[src/rtl/pql_pkg.sv]
// Shared constants, FSM encoding and flattened-table indexing for the Q-learning policy reader.
// Entry (s, a) lives at flat index 4*s + a.
package pql_pkg;

  localparam int Q_W       = 24;
  localparam int Q_FRAC    = 16;
  localparam int N_STATES  = 6;
  localparam int N_ACTIONS = 4;
  localparam int N_ENTRIES = N_STATES * N_ACTIONS;

  typedef enum logic [2:0] {
    ST_IDLE,
    ST_CAPTURE,
    ST_SCAN,
    ST_EMIT,
    ST_FIN
  } state_t;

  function automatic logic [4:0] q_idx(input logic [2:0] s, input logic [1:0] a);
    return {s, 2'b00} + {3'b000, a};
  endfunction

endpackage

[src/rtl/pql_qcmp.sv]
// Combinational Q-entry comparator: signed greater-than against the running best,
// and the absolute change from the previous snapshot, computed one bit wider to avoid overflow.
module pql_qcmp #(
  parameter int W = 24
) (
  input  logic [W-1:0] cand,
  input  logic [W-1:0] best,
  input  logic [W-1:0] prev,
  output logic         gt,
  output logic [W:0]   abs_diff
);

  logic [W:0] diff;

  assign gt       = $signed(cand) > $signed(best);
  assign diff     = {cand[W-1], cand} - {prev[W-1], prev};
  assign abs_diff = diff[W] ? (~diff + 1'b1) : diff;

endmodule

[src/rtl/pql_policy_reader.sv]
// Snapshots the 6x4 Q-table, scans one entry per cycle for each state's argmax, emits one record per
// state (first record 5 cycles after the START edge; OUT_READY low stalls the record and all later events).
module pql_policy_reader
  import pql_pkg::*;
#(
  parameter int             Q_W    = pql_pkg::Q_W,
  parameter logic [Q_W-1:0] THRESH = 24'h000100
) (
  input  logic                     CLK,
  input  logic                     RST,
  input  logic [N_ENTRIES*Q_W-1:0] Q_TABLE,
  input  logic                     START,
  output logic                     BUSY,
  output logic                     OUT_VALID,
  input  logic                     OUT_READY,
  output logic [2:0]               OUT_STATE,
  output logic [1:0]               OUT_ACTION,
  output logic [Q_W-1:0]           OUT_QMAX,
  output logic                     DONE,
  output logic                     CONVERGED
);

  state_t         state, st_nxt;
  logic [Q_W-1:0] cur  [N_ENTRIES];
  logic [Q_W-1:0] prev [N_ENTRIES];
  logic [2:0]     s_idx;
  logic [1:0]     a_idx;
  logic [Q_W-1:0] best;
  logic [1:0]     best_a;
  logic           conv_ok;
  logic           prev_vld;
  logic           converged_q;

  logic [4:0]     idx;
  logic [Q_W-1:0] cand;
  logic [Q_W-1:0] prv;
  logic           gt;
  logic [Q_W:0]   abs_diff;

  assign idx  = q_idx(s_idx, a_idx);
  assign cand = cur[idx];
  assign prv  = prev[idx];

  pql_qcmp #(.W(Q_W)) u_qcmp (
    .cand     (cand),
    .best     (best),
    .prev     (prv),
    .gt       (gt),
    .abs_diff (abs_diff)
  );

  always_comb begin
    st_nxt = state;
    unique case (state)
      ST_IDLE:    if (START) st_nxt = ST_CAPTURE;
      ST_CAPTURE: st_nxt = ST_SCAN;
      ST_SCAN:    if (a_idx == 2'd3) st_nxt = ST_EMIT;
      ST_EMIT:
        if (OUT_READY) st_nxt = (s_idx == 3'(N_STATES - 1)) ? ST_FIN : ST_SCAN;
      ST_FIN:     st_nxt = ST_IDLE;
      default:    st_nxt = ST_IDLE;
    endcase
  end

  always_ff @(posedge CLK or negedge RST) begin
    if (!RST) begin
      state       <= ST_IDLE;
      s_idx       <= '0;
      a_idx       <= '0;
      best        <= '0;
      best_a      <= '0;
      conv_ok     <= 1'b0;
      prev_vld    <= 1'b0;
      converged_q <= 1'b0;
    end else begin
      state <= st_nxt;
      unique case (state)
        ST_CAPTURE: begin
          s_idx   <= '0;
          a_idx   <= '0;
          conv_ok <= 1'b1;
        end
        ST_SCAN: begin
          // Strict greater-than keeps the lower action index on ties.
          if (a_idx == 2'd0 || gt) begin
            best   <= cand;
            best_a <= a_idx;
          end
          if (abs_diff > {1'b0, THRESH}) conv_ok <= 1'b0;
          a_idx <= a_idx + 2'd1;
        end
        ST_EMIT: begin
          if (OUT_READY && s_idx != 3'(N_STATES - 1)) s_idx <= s_idx + 3'd1;
        end
        ST_FIN: begin
          converged_q <= conv_ok & prev_vld;
          prev_vld    <= 1'b1;
        end
        default: ;
      endcase
    end
  end

  // Table snapshots carry no reset; their contents only matter once prev_vld is set.
  always_ff @(posedge CLK) begin
    if (state == ST_CAPTURE) begin
      for (int i = 0; i < N_ENTRIES; i++) cur[i] <= Q_TABLE[i*Q_W +: Q_W];
    end
    if (state == ST_FIN) begin
      for (int i = 0; i < N_ENTRIES; i++) prev[i] <= cur[i];
    end
  end

  assign BUSY       = (state != ST_IDLE);
  assign OUT_VALID  = (state == ST_EMIT);
  assign OUT_STATE  = s_idx;
  assign OUT_ACTION = best_a;
  assign OUT_QMAX   = best;
  assign DONE       = (state == ST_FIN);
  assign CONVERGED  = converged_q;

endmodule
[config.mk]
export PLATFORM = sky130hd
export DESIGN_NAME = pql_policy_reader
export DESIGN_NICKNAME = d
export VERILOG_FILES = /design/src/rtl/pql_pkg.sv /design/src/rtl/pql_qcmp.sv /design/src/rtl/pql_policy_reader.sv
export SDC_FILE = /design/constraint.sdc
export NUM_CORES = 1
export LEC_CHECK = 0
export ABC_AREA = 1
export CORE_ASPECT_RATIO = 2
export CORE_MARGIN = 10
export CORE_UTILIZATION = 32
export DETAILED_ROUTE_END_ITERATION = 8
export SLEW_MARGIN = 20
export SYNTH_ARGS = -nofsm -noshare
export SYNTH_HDL_FRONTEND = slang
export SYNTH_SLANG_ARGS = --single-unit
[constraint.sdc]
create_clock -name CLK -period 68.3 [get_ports CLK]
set_clock_uncertainty 0.15 [all_clocks]
set_input_delay 13.66 -clock CLK [delete_from_list [all_inputs] [get_ports CLK]]
set_output_delay 13.66 -clock CLK [all_outputs]
set_load 0.02 [all_outputs]
==> results.toml, run 1 <==
[critical_path]
startpoint = "state[1]$_DFFE_PN0P_"
cp-end-kind = "output port"
r2r_start = "a_idx[0]$_DFFE_PN0P_"
startpoint_type = "flop"
crit_required_ns = 54.49
cp.arrival_ns = 2.70
worstPathMaxFanout = 51
critPathKind = "reg -> out"

[logic_synthesis]
synth_nets = 4495
synth_common_cells = "edfxtp_1 (1,152), nor2_1 (652), o21ai_0 (635), nand2_1 (291), o221ai_1 (250)"
yosys_warnings = 0
avgSynthCellArea_um2 = 12.7
synth-edff-count = 1152
synthFlopType = "edfxtp_1"
yosysMostFrequentCell = "edfxtp_1"
seq_area_frac_synth = 0.725
synth_cell_types = 43
synth_top_area_share = 0.706
syn_inst = 3861
synthTopCellsByArea = "edfxtp_1 (71%), o21ai_0 (6.5%), nor2_1 (5.0%), o221ai_1 (4.5%), nand2_1 (2.2%)"
synth_top_area_cell = "edfxtp_1"
synth_area_um2 = 49000
ys_ff_latch = 1189
synthArstFlopShare = 0.0311

[global_routing]
gr-max-usage-layer = "met2"
grt_pass1_wl_mm = 242
track_usage = 0.198
gr-usage-met2 = 0.347
antenna_found_initial = 12
grt_max_degree = 171
grt_pass1_vias = 33710
grt_use_met1 = 0.222
grt_use_met3 = 0.0356
grt-ovfl-total = 0

[finish]
nFillCells = 14346
fin_nets = 5010
syn2layout_area_growth_pct = 23.9
drive_gt1_frac = 0.0614
multiInputGateArea_um2 = 12000
seq_area_um2 = 35500

[timing]
fin_crit_sh = 0.242
final.setup.worst_slack_ns = 51.79
setup_viol = 0
fmax_mhz = 60.6
max_slew_margin = 0.174
fin_crit_ns = 16.51
slew_violations = 0
fin_setup_tns_ns = 0
final_hold_viol_count = 0
grt_setup_unrepaired = "false"
worstMarginPinSlew_ns = 1.24

[clock_tree]
ctsRootBufferMaster = "clkbuf_16"
clk_latency_ns = 0.73
clk_pin_slew_ns = 0.07
htree_levels = 3
numCtsBuffers = 106
post_cts_buffers = 0
clockBufferDepth = 3
cts_resized = 0
cts_sinks = 1189
cts_tree = "built"
hold_buffers = 0

[floorplan]
initial_core_util = 0.321
placementRows = 203
dieArea_um2 = 170000
die_height_um = 573
fp.dieW_um = 297
fp.coreArea_um2 = 153000
io-pin-count = 613

[drt]
wl_per_cell_um = 26.6
antenna_left = 0
vias = 33728
routed_wl_mm = 173
dr.pass1.iters = 6
post_drt_via_cell_ratio = 5.17
drt_iter0_markers = 3025
drc = 0

[power_and_ir_drop]
leakage_nw = 20.1
max-vdd-ir-drop_mv = 0.0402
cellPowerDensity_nw_per_um2 = 51.7

[flow_run]
drv_cap = 0

[placement]
place.gp.congestion = 0.925
io_buffers = 612
hpwlAfterDp_mm = 126
dpl_worst_slack_ns = 52.47

[worst_hold_path]
hp-class = "reg -> reg"
hold_start = "cur[4][19]$_DFFE_PP_"

[run_status]
status = "finished, final reports clean"
where the power goes:
| part | leakage (nW) | internal, mW | switching [mW] |
|---|---|---|---|
| combinational | 7.54 | 0.439 | 1.15 |
| clock | 1.71 | 0.338 | 0.277 |
| sequential | 10.9 | 0.890 | 0.0453 |
| total | 20.1 | 1.67 | 1.47 |
registers in the layout (all words and copies together) (netlist names):
| signal | flops |
|---|---|
| OUT_ACTION | 2 |
| prev_vld | 1 |
| cur | 576 |
| state | 3 |
| OUT_STATE | 3 |
| conv_ok | 1 |
| a_idx | 2 |
| prev | 576 |
| OUT_QMAX | 24 |
| CONVERGED | 1 |
routing by layer:
metal	up-vias	share of wire
met4	12	0.060
met1	16657	0.36
met3	244	0.067
li1	15459	-
met5	-	0.00042
met2	1356	0.51
final timing paths:
check | to | slack [ns] | cells after the start
worst max-delay path | DONE | 51.79 | 4
worst min-delay path | prev[4][19]$_DFFE_PP_ | 0.28 | 0
worst max register to register | OUT_QMAX[14]$_DFFE_PN0P_ | 60.30 | 17
worst min register to register | prev[4][19]$_DFFE_PP_ | 0.28 | 0
max in group asynchronous | a_idx[1]$_DFFE_PN0P_ | 54.35 | 2
min in group asynchronous | OUT_QMAX[15]$_DFFE_PN0P_ | 13.25 | 2
cell type report:
cell class	instances	area share
sequential	1189	0.585
multi-input combinational	2285	0.197
timing repair buffer	660	0.108
clock buffer	123	0.0454
tap	2050	0.0422
clock inverter	73	0.0131
inverter	134	0.00869
antenna	11	0.000453
worst max-delay path: stages, from the launching register on:
cell and delay [ns]:
dfrtp_1 0.39, inv_1 0.11, nand3_1 0.24, inv_8 0.38, clkdlybuf4s50_1 0.82
cells by family (layout without fill, tap and decap cells):
kind of cell    after synthesis  count (layout)  share of synthesized area
compound gates             1062            1062                      0.131
xor+xnor                      3               3                   0.000536
fa+ha+maj                    54              54                     0.0139
buf+inv                     387             990                     0.0310
flops                      1189            1189                      0.725
other cells                   0              11                          0
simple gates               1166            1166                     0.0988
cell usage in the layout, fill, tap and decap left out, types with 53 or more instances in the layout:
cell | Yosys | final
clkbuf_16 | 0 | 106
inv_1 | 127 | 123
ha_1 | 53 | 53
o221ai_1 | 250 | 250
a21oi_1 | 75 | 75
nand3_1 | 142 | 142
edfxtp_1 | 1152 | 1152
nor2_1 | 652 | 652
nand2_1 | 291 | 291
clkdlybuf4s50_1 | 0 | 612
o21ai_0 | 635 | 635
through the flow:
step | power (mW) | instances | util | cell area, um2 | hold slack (ns)
3_5_place_dp | 2.55 | 6318 | 0.374 | 57200 | 0.276
6_report | 3.14 | 6525 | 0.398 | 60700 | 0.278
5_1_grt | 3.34 | 6518 | 0.398 | 60700 | 0.287
3_3_place_gp | 2.53 | 6318 | 0.374 | 57200 | 0.271
2_1_floorplan | 2.03 | 3861 | - | 49000 | 0.271
4_1_cts | 3.17 | 6514 | 0.398 | 60700 | 0.268
Note: power is estimated with default switching activity, not from simulation.
==> inputs of run 2 (changes only) <==
Clock period 68.3 ns to 13.8 ns, I/O delays scaled along.
==> run 2 against run 1 <==
Against the previous run:
- final area up 0.36%
- final cell count up 0.29%
- worst hold slack improved by 0.0072 ns
- critical path depth is 16 higher
- global-route usage is 0.78 points higher
- sequential share of layout area down 0.21 points
- core utilization rose by 0.14 points
- clock power grew to 5.1 times the previous value
- first-iteration DRC count is 4.0% lower
- via count about the same
==> results.toml, run 2 (same netlist as run 1, synthesis figures left out) <==
[finish]
drive_gt1_frac = 0.0632
fin_nets = 5024
final_common_cell = "edfxtp_1"
mostFrequentLayoutCells = "edfxtp_1 (1,152), nor2_1 (652), o21ai_0 (635), clkdlybuf4s50_1 (612), nand2_1 (291)"
syn2layout_area_growth_pct = 24.4

[critical_path]
r2r_start = "a_idx[0]$_DFFE_PN0P_"
r2r.worst_path.cells = 20
critPathKind = "reg -> reg"
startpoint_type = "flop"
cp.arrival_ns = 7.32
worstPathMaxFanout = 137
rrSetupSlack_ns = 6.94
cp-end-kind = "flop"
crit_required_ns = 14.26
r2r-end = "OUT_QMAX[7]$_DFFE_PN0P_"

[floorplan]
placementRows = 203
fp.coreArea_um2 = 153000
initial_core_util = 0.321
io-pin-count = 613
fp.dieW_um = 297
die_height_um = 573
dieArea_um2 = 170000

[drt]
routed_wl_mm = 179
post_drt_via_cell_ratio = 5.16
antenna_left = 0
wl_per_cell_um = 27.4
drt_iter0_markers = 2903
drc = 0
dr.pass1.iters = 5
vias = 33735

[clock_tree]
clk_latency_ns = 0.72
cts_sinks = 1189
cts_tree = "built"
clk_pin_slew_ns = 0.07
clockBufferDepth = 3
ctsRootBufferMaster = "clkbuf_16"
numCtsBuffers = 106
post_cts_buffers = 0
cts_resized = 0
htree_levels = 3
hold_buffers = 0

[timing]
fin_crit_sh = 0.497
max_slew_margin = 0.161
worstMarginPinSlew_ns = 1.26
setup_viol = 0
fin_setup_tns_ns = 0
slew_violations = 0
grt_setup_unrepaired = "false"
fin_crit_ns = 6.86
fmax_mhz = 146
final_hold_viol_count = 0

[global_routing]
antenna_found_initial = 20
grt_pass1_vias = 34287
grt-ovfl-total = 0
grt_pass1_wl_mm = 249
track_usage = 0.206
grt_max_degree = 170

[placement]
hpwlAfterDp_mm = 132
place.gp.congestion = 0.950
io_buffers = 612

[worst_hold_path]
min_delay_path_depth = 0
hp-class = "reg -> reg"
hold_start = "cur[2][0]$_DFFE_PP_"
whs_endpoint = "prev[2][0]$_DFFE_PP_"

[power_and_ir_drop]
max-vdd-ir-drop_mv = 0.209
power_mw = 15.9
leakage_nw = 20.2
cellPowerDensity_nw_per_um2 = 261

[flow_run]
drv_cap = 0

[run_status]
status = "finished, final reports clean"
[run 2: power by group]
part           total [mW]  switching (mW)  internal [mW]
Clock                3.12            1.36           1.77
Sequential           4.64           0.238           4.40
Combinational        8.15            5.94           2.21
[run 2: how the worst max path moves through the flow]
stage / startpoint / end / slack, ns / cells after the start
global route: a_idx[0]$_DFFE_PN0P_ / OUT_QMAX[15]$_DFFE_PN0P_ / 6.32 / 20
finish: a_idx[0]$_DFFE_PN0P_ / OUT_QMAX[7]$_DFFE_PN0P_ / 6.94 / 20
detailed placement: a_idx[0]$_DFFE_PN0P_ / OUT_QMAX[7]$_DFFE_PN0P_ / 6.94 / 20
global placement: a_idx[0]$_DFFE_PN0P_ / OUT_QMAX[4]$_DFFE_PN0P_ / 7.00 / 20
floorplan: state[2]$_DFFE_PN0P_ / OUT_STATE[1]$_DFFE_PN0P_ / -1.77 / 4
CTS: a_idx[0]$_DFFE_PN0P_ / OUT_QMAX[7]$_DFFE_PN0P_ / 6.91 / 20
[run 2: layer usage]
layer  global-route usage  share of wire
met1                0.225           0.36
met2                0.362           0.51
met3               0.0373          0.065
met5                    0        0.00022
met4                0.125          0.069
[run 2: metrics by stage]
| step | hold WS (ns) | setup WS (ns) | std cells | util | area (um2) |
|---|---|---|---|---|---|
| floorplan | 0.271 | -1.77 | 3861 | - | 49000 |
| global placement | 0.273 | 7.00 | 6331 | 0.375 | 57200 |
| detailed placement | 0.276 | 6.94 | 6331 | 0.375 | 57200 |
| CTS | 0.290 | 6.91 | 6529 | 0.399 | 60900 |
| global route | 0.300 | 6.32 | 6539 | 0.399 | 60900 |
| finish | 0.286 | 6.94 | 6544 | 0.399 | 60900 |
[run 2: critical path, stage by stage (launching register included)]
cell and delay [ns]:
dfrtp_4 0.60, inv_8 0.50, buf_4 0.67, buf_4 0.70
o21ai_0 0.17, o221ai_1 0.20, nand3_1 0.24, nand2_1 0.15
nand2_1 0.11, o21ai_0 0.25, ha_1 0.22, nand3_1 0.08
nor2_1 0.24, nor4b_1 0.57, nand2_1 0.17, a31oi_1 0.20
o21bai_1 0.09, nand2_1 0.50, buf_4 0.45, nor2_1 0.07
a21oi_1 0.15
[run 2: final cells by class]
cell class              instances  area (um2)
fillers                     14370       91700
multi-input cells            2285       12000
repair buffers                674        6670
flip-flops and latches       1189       35500
well taps                    2050        2560
clock buffers                 123        2740
inverters                     134         524
diodes                         14        35.0
clock inverters                75         915
